`config.mk`:
```
export PLATFORM = sky130hd
export DESIGN_NAME = keypad_scan
export DESIGN_NICKNAME = d
export VERILOG_FILES = /design/src/rtl/keypad_scan.sv
export SDC_FILE = /design/constraint.sdc
export NUM_CORES = 1
export LEC_CHECK = 0
export ABC_CLOCK_PERIOD_IN_PS = 3800
export CAP_MARGIN = 0
export CORE_MARGIN = 2
export CORE_UTILIZATION = 55
export CTS_CLUSTER_DIAMETER = 50
export CTS_CLUSTER_SIZE = 28
export DETAILED_ROUTE_END_ITERATION = 16
export PLACE_DENSITY = 0.79
export SETUP_SLACK_MARGIN = 0.4
export SYNTH_ARGS = -nofsm -noshare
export SYNTH_HDL_FRONTEND = slang
export SYNTH_SLANG_ARGS = --single-unit
```
`constraint.sdc`:
```
create_clock -name clk -period 3.8 [get_ports clk]
set_input_delay 1.14 -clock clk [delete_from_list [all_inputs] [get_ports clk]]
set_output_delay 1.14 -clock clk [all_outputs]
set_load 0.01 [all_outputs]
```
`src/rtl/keypad_scan.sv`:
```
`default_nettype none
// ============================================================================
// Module   : keypad_scan
// Brief    : 4x4 active-low keypad scanner with row sync, debounce and encode.
// Revision : 1.0 - initial release
// ============================================================================
module keypad_scan #(
  parameter int SCAN_DIV       = 1000,
  parameter int DEBOUNCE_SCANS = 4
) (
  input  logic       clk,
  input  logic       rst,
  input  logic [3:0] rows,
  output logic [3:0] cols,
  output logic [3:0] usrin,
  output logic       keyev
);

  localparam int c_dw = (SCAN_DIV > 1) ? $clog2(SCAN_DIV) : 1;
  localparam int c_cw = $clog2(DEBOUNCE_SCANS + 1);
  localparam logic [c_dw-1:0] c_dwell_max = c_dw'(SCAN_DIV - 1);
  localparam logic [c_cw-1:0] c_cnt_max   = c_cw'(DEBOUNCE_SCANS);

  logic [3:0]      r_sync1;
  logic [3:0]      r_sync2;
  logic [c_dw-1:0] r_dwell;
  logic [1:0]      r_col;
  logic [3:0]      r_raw;
  logic [3:0]      r_cand;
  logic [c_cw-1:0] r_cnt;
  logic [3:0]      r_usrin;
  logic            r_keyev;

  logic            w_sample;
  logic            w_eos;
  logic [3:0]      w_colcode;
  logic [3:0]      w_raw_next;
  logic [3:0]      w_cand_next;
  logic [c_cw-1:0] w_cnt_next;
  logic            w_accept;

  function automatic logic [3:0] key_code(input logic [1:0] r, input logic [1:0] c);
    logic [3:0] code;
    case ({r, c})
      4'd0:    code = 4'd1;
      4'd1:    code = 4'd2;
      4'd2:    code = 4'd3;
      4'd3:    code = 4'd11;
      4'd4:    code = 4'd4;
      4'd5:    code = 4'd5;
      4'd6:    code = 4'd6;
      4'd7:    code = 4'd12;
      4'd8:    code = 4'd7;
      4'd9:    code = 4'd8;
      4'd10:   code = 4'd9;
      4'd11:   code = 4'd13;
      4'd12:   code = 4'd0;
      4'd13:   code = 4'd10;
      4'd14:   code = 4'd15;
      default: code = 4'd14;
    endcase
    return code;
  endfunction

  assign cols  = ~(4'b0001 << r_col);
  assign usrin = r_usrin;
  assign keyev = r_keyev;

  assign w_sample = (r_dwell == c_dwell_max);
  assign w_eos    = w_sample && (r_col == 2'd3);

  // Walk rows high to low so the lowest pressed, mapped row wins.
  always_comb begin
    w_colcode = 4'd0;
    for (int r = 3; r >= 0; r--) begin
      if (!r_sync2[r] && (key_code(2'(r), r_col) != 4'd0)) begin
        w_colcode = key_code(2'(r), r_col);
      end
    end
  end

  always_comb begin
    w_raw_next  = r_raw;
    w_cand_next = r_cand;
    w_cnt_next  = r_cnt;
    if ((r_col == 2'd0) || (r_raw == 4'd0)) begin
      w_raw_next = w_colcode;
    end
    if (w_raw_next == r_cand) begin
      if (r_cnt != c_cnt_max) begin
        w_cnt_next = r_cnt + c_cw'(1);
      end
    end else begin
      w_cand_next = w_raw_next;
      w_cnt_next  = c_cw'(1);
    end
    w_accept = (w_cnt_next == c_cnt_max) && (w_cand_next != r_usrin);
  end

  always_ff @(posedge clk) begin
    if (rst) begin
      r_sync1 <= 4'hF;
      r_sync2 <= 4'hF;
      r_dwell <= '0;
      r_col   <= 2'd0;
      r_raw   <= 4'd0;
      r_cand  <= 4'd0;
      r_cnt   <= '0;
      r_usrin <= 4'd0;
      r_keyev <= 1'b0;
    end else begin
      r_sync1 <= rows;
      r_sync2 <= r_sync1;
      r_keyev <= 1'b0;
      if (w_sample) begin
        r_dwell <= '0;
        r_col   <= r_col + 2'd1;
        r_raw   <= w_raw_next;
        if (w_eos) begin
          r_cand <= w_cand_next;
          r_cnt  <= w_cnt_next;
          if (w_accept) begin
            r_usrin <= w_cand_next;
            r_keyev <= (w_cand_next != 4'd0);
          end
        end
      end else begin
        r_dwell <= r_dwell + c_dw'(1);
      end
    end
  end

endmodule
`default_nettype wire

```
==> impl_results.md <==
- Most used cell, CP: inv_1
- Type of the worst min-delay path: reg -> reg
- Sequential-to-total area share from yosys stat: 0.367
- Worst path slowest cell: clkdlybuf4s50_1
- CTS clk-pin slew, worst paths: 0.09 ns
- Asr flop ratio synth: 0
- Die X: 63.7 um
- Vias in the first global route: 1567
- Critical Path AT: 1.86 ns
- Max-slew violation count: 0
- Routed WL: 3860 um
- Initial Utilization: 0.579
- Synth Instances: 232
- Gpl congestion: 0.837
- Post-synthesis xor/xnor area fraction: 0.0580
- Finished Core Util: 0.656
- Unique masters post-synth: 48
- Initial antenna violation count: 0
- Crit path cell chain: inv_1 > ha_2 > inv_1 > clkdlybuf4s50_1
- Pin count of the biggest net entering global routing: 18
- CP Capture Type: output pin
- CP Buf/Inv Count: 3
- Final Hold Fails: 0
- Htree depth: 2
- Die ar.: 4060 um^2
- Post-synth EDFFs: 0
- ANT nets after route: 0
- Global-route wire length before repair: 6960 um
- Commonest cells post-synth: 36 x dfxtp_1, 32 x nor2_1, 19 x a21oi_1
- Skew final: 0.00795 ns
- Worst Path Max Fanout: 15
- Gr usage total: 0.217
- Crit share post-route: 0.789
- Mux share of post-synthesis cell area: 0.0210
- Syn_nets: 249
- Req. time, crit path: around 2.7 ns
- Status: finished clean
- Area grow syn2layout: 13.3%
- CTS tree: built
- R2R Setup Slk: 0.85 ns
- Grt total ovfl: 0
- Placement Setup Slack: around 0.75 ns
- Clk buf depth: 2
- Pwr dens: 290 nW/um^2
- Antenna fix cells: 0
- Core footprint: 3390 um^2
- PnR worst setup slack: 0.804 ns
- Synth area leaders: dfxtp_1 37%, ha_1 7.0%, nor2_1 6.1%, a21oi_1 4.8%, xnor2_1 4.5%
- RR Startpoint: r_col[0]
- First-pass DRT Iterations: 4
- R2R cell count: 10
- Compound-Gate Fraction of Synth Area: 0.180
- Stages on worst setup path: 4
- DRC violations left: 0
- Post-synth top area share: 0.367
- Clock root cell: clkbuf_4
- Largest family of logic cells by synthesized area: simple AND/OR/NAND/NOR gates
- Startpoint Class: flop
- Share of cells above drive strength 1: 0.111
- I/O pin total: 15
- Syn_area_per_cell: 8.46 um^2
- RSZ-0062 raised after global routing: no
- Tightest Pin Transition: ~0.57 ns
- CTS Sinks: 36
- Crit Path Class: reg -> out
- Synth Cell Area: between 1500 and 2000 um^2
- Total number of vias: 1687
- Initial DRC Count: 136
- Sum Neg Setup Slack: 0 ns
- Post-synth top flop: dfxtp_1
- Crit path from: r_col[0]
- Warnings, synthesis: 0
- Rel. slew slack: 0.617
- Setup bufs post-CTS: 0
- Clock latency at the later pin of the worst-skew pair: approximately 0.34 ns
- FMAX: ~0.33 GHz
- Worst VDD drop: 0.229 mV
- Via density: 5.66
- Post-DP HPWL: 2860 um
- Simple-Gate Fraction of Synth Area: 0.268
- Crit-path leading delay family: buffers and inverters
- CP peak stage delay: 0.53 ns
- Wire length per cell: about 13 um
- PortBufs: 14
- Reg2reg end: usrin[3]
- Post-synth top area cell: dfxtp_1
- Minimum clock period: 3.00 ns
- Standby leakage power: between 0.8 and 0.9 nW
- Setup violators final: 0
- #FFs+latches synth: 36
- Most common cell in the netlist: dfxtp_1
- Die height: 63.7 um
- Num CTS Buffers: 5
- Nets: 268
- Std cell rows: 21
- Worst setup endpoint: cols[0]
- Max Cap Viol: 0
- Adder-Cell Fraction of Synth Area: 0.0701
- Hold-fix buffers at CTS: 0
stage by stage:
step	power (mW)	hold slack [ns]	area [um^2]	cells
2_1_floorplan	0.427	0.389	1960	232
3_3_place_gp	0.443	0.393	2160	290
3_5_place_dp	0.443	0.393	2160	290
4_1_cts	0.650	0.416	2220	298
5_1_grt	0.676	0.439	2220	298
6_report	0.645	0.414	2220	298
repair_timing:
action | 4_1_cts | 5_1_grt
resized for setup | 0 | 1
setup endpoints to repair | 0 | 2
hold endpoints to repair | 0 | 0
layer usage:
metal	wire length (um)	vias up	GRT usage
met5	0	-	0
met4	55	0	0.0897
met3	194	5	0.0493
met2	1750	50	0.350
met1	1860	777	0.281
li1	-	855	-
cells by family after synthesis:
logic type | after synthesis
XOR/XNOR | 13
flip-flops | 36
multiplexers | 4
AND/OR/NAND/NOR | 101
AO/OA/AOI/OAI | 49
adder cells (fa/ha/maj) | 11
buffers and inverters | 18
final cells by class:
cell class	instances	area, um^2
multi-input cells	178	1180
fillers	275	1160
flip-flops and latches	36	721
repair buffers	17	163
clock buffers	8	58.8
well taps	46	57.6
inverters	13	48.8
power breakdown:
group	internal, mW	switching [mW]
Sequential	0.384	0.00566
Clock	0.0912	0.118
Combinational	0.0222	0.0243
how the worst min path moves through the flow:
stage | startpoint | end | slack (ns) | depth (start not counted)
after floorplan | r_sync1[0] | r_sync2[0] | 0.39 | 1
final | r_sync1[1] | r_sync2[1] | 0.41 | 1
after global routing | r_sync1[1] | r_sync2[1] | 0.44 | 1
after detailed placement | r_sync1[1] | r_sync2[1] | 0.39 | 1
after CTS | r_sync1[1] | r_sync2[1] | 0.42 | 1
after global placement | r_sync1[3] | r_sync2[3] | 0.39 | 1
state kept, by name, indices dropped and copies added, names as in the netlist:
signal	cells
r_col	2
r_raw	4
usrin	4
r_sync2	4
r_cand	4
keyev	1
r_dwell	10
r_cnt	3
r_sync1	4
cells in the final DEF, fill, tap and decap left out, drive strengths merged, types with 5 or more instances in the layout:
cell            n
clkdlybuf4s50  14
a21oi          19
nor2           32
nand2          18
nand3           8
xnor2          10
ha             11
dfxtp          36
clkbuf          8
nor3            5
nand4           6
o21ai           6
inv            13
or2            10
No activity file was read; power rests on OpenSTA's default activity.
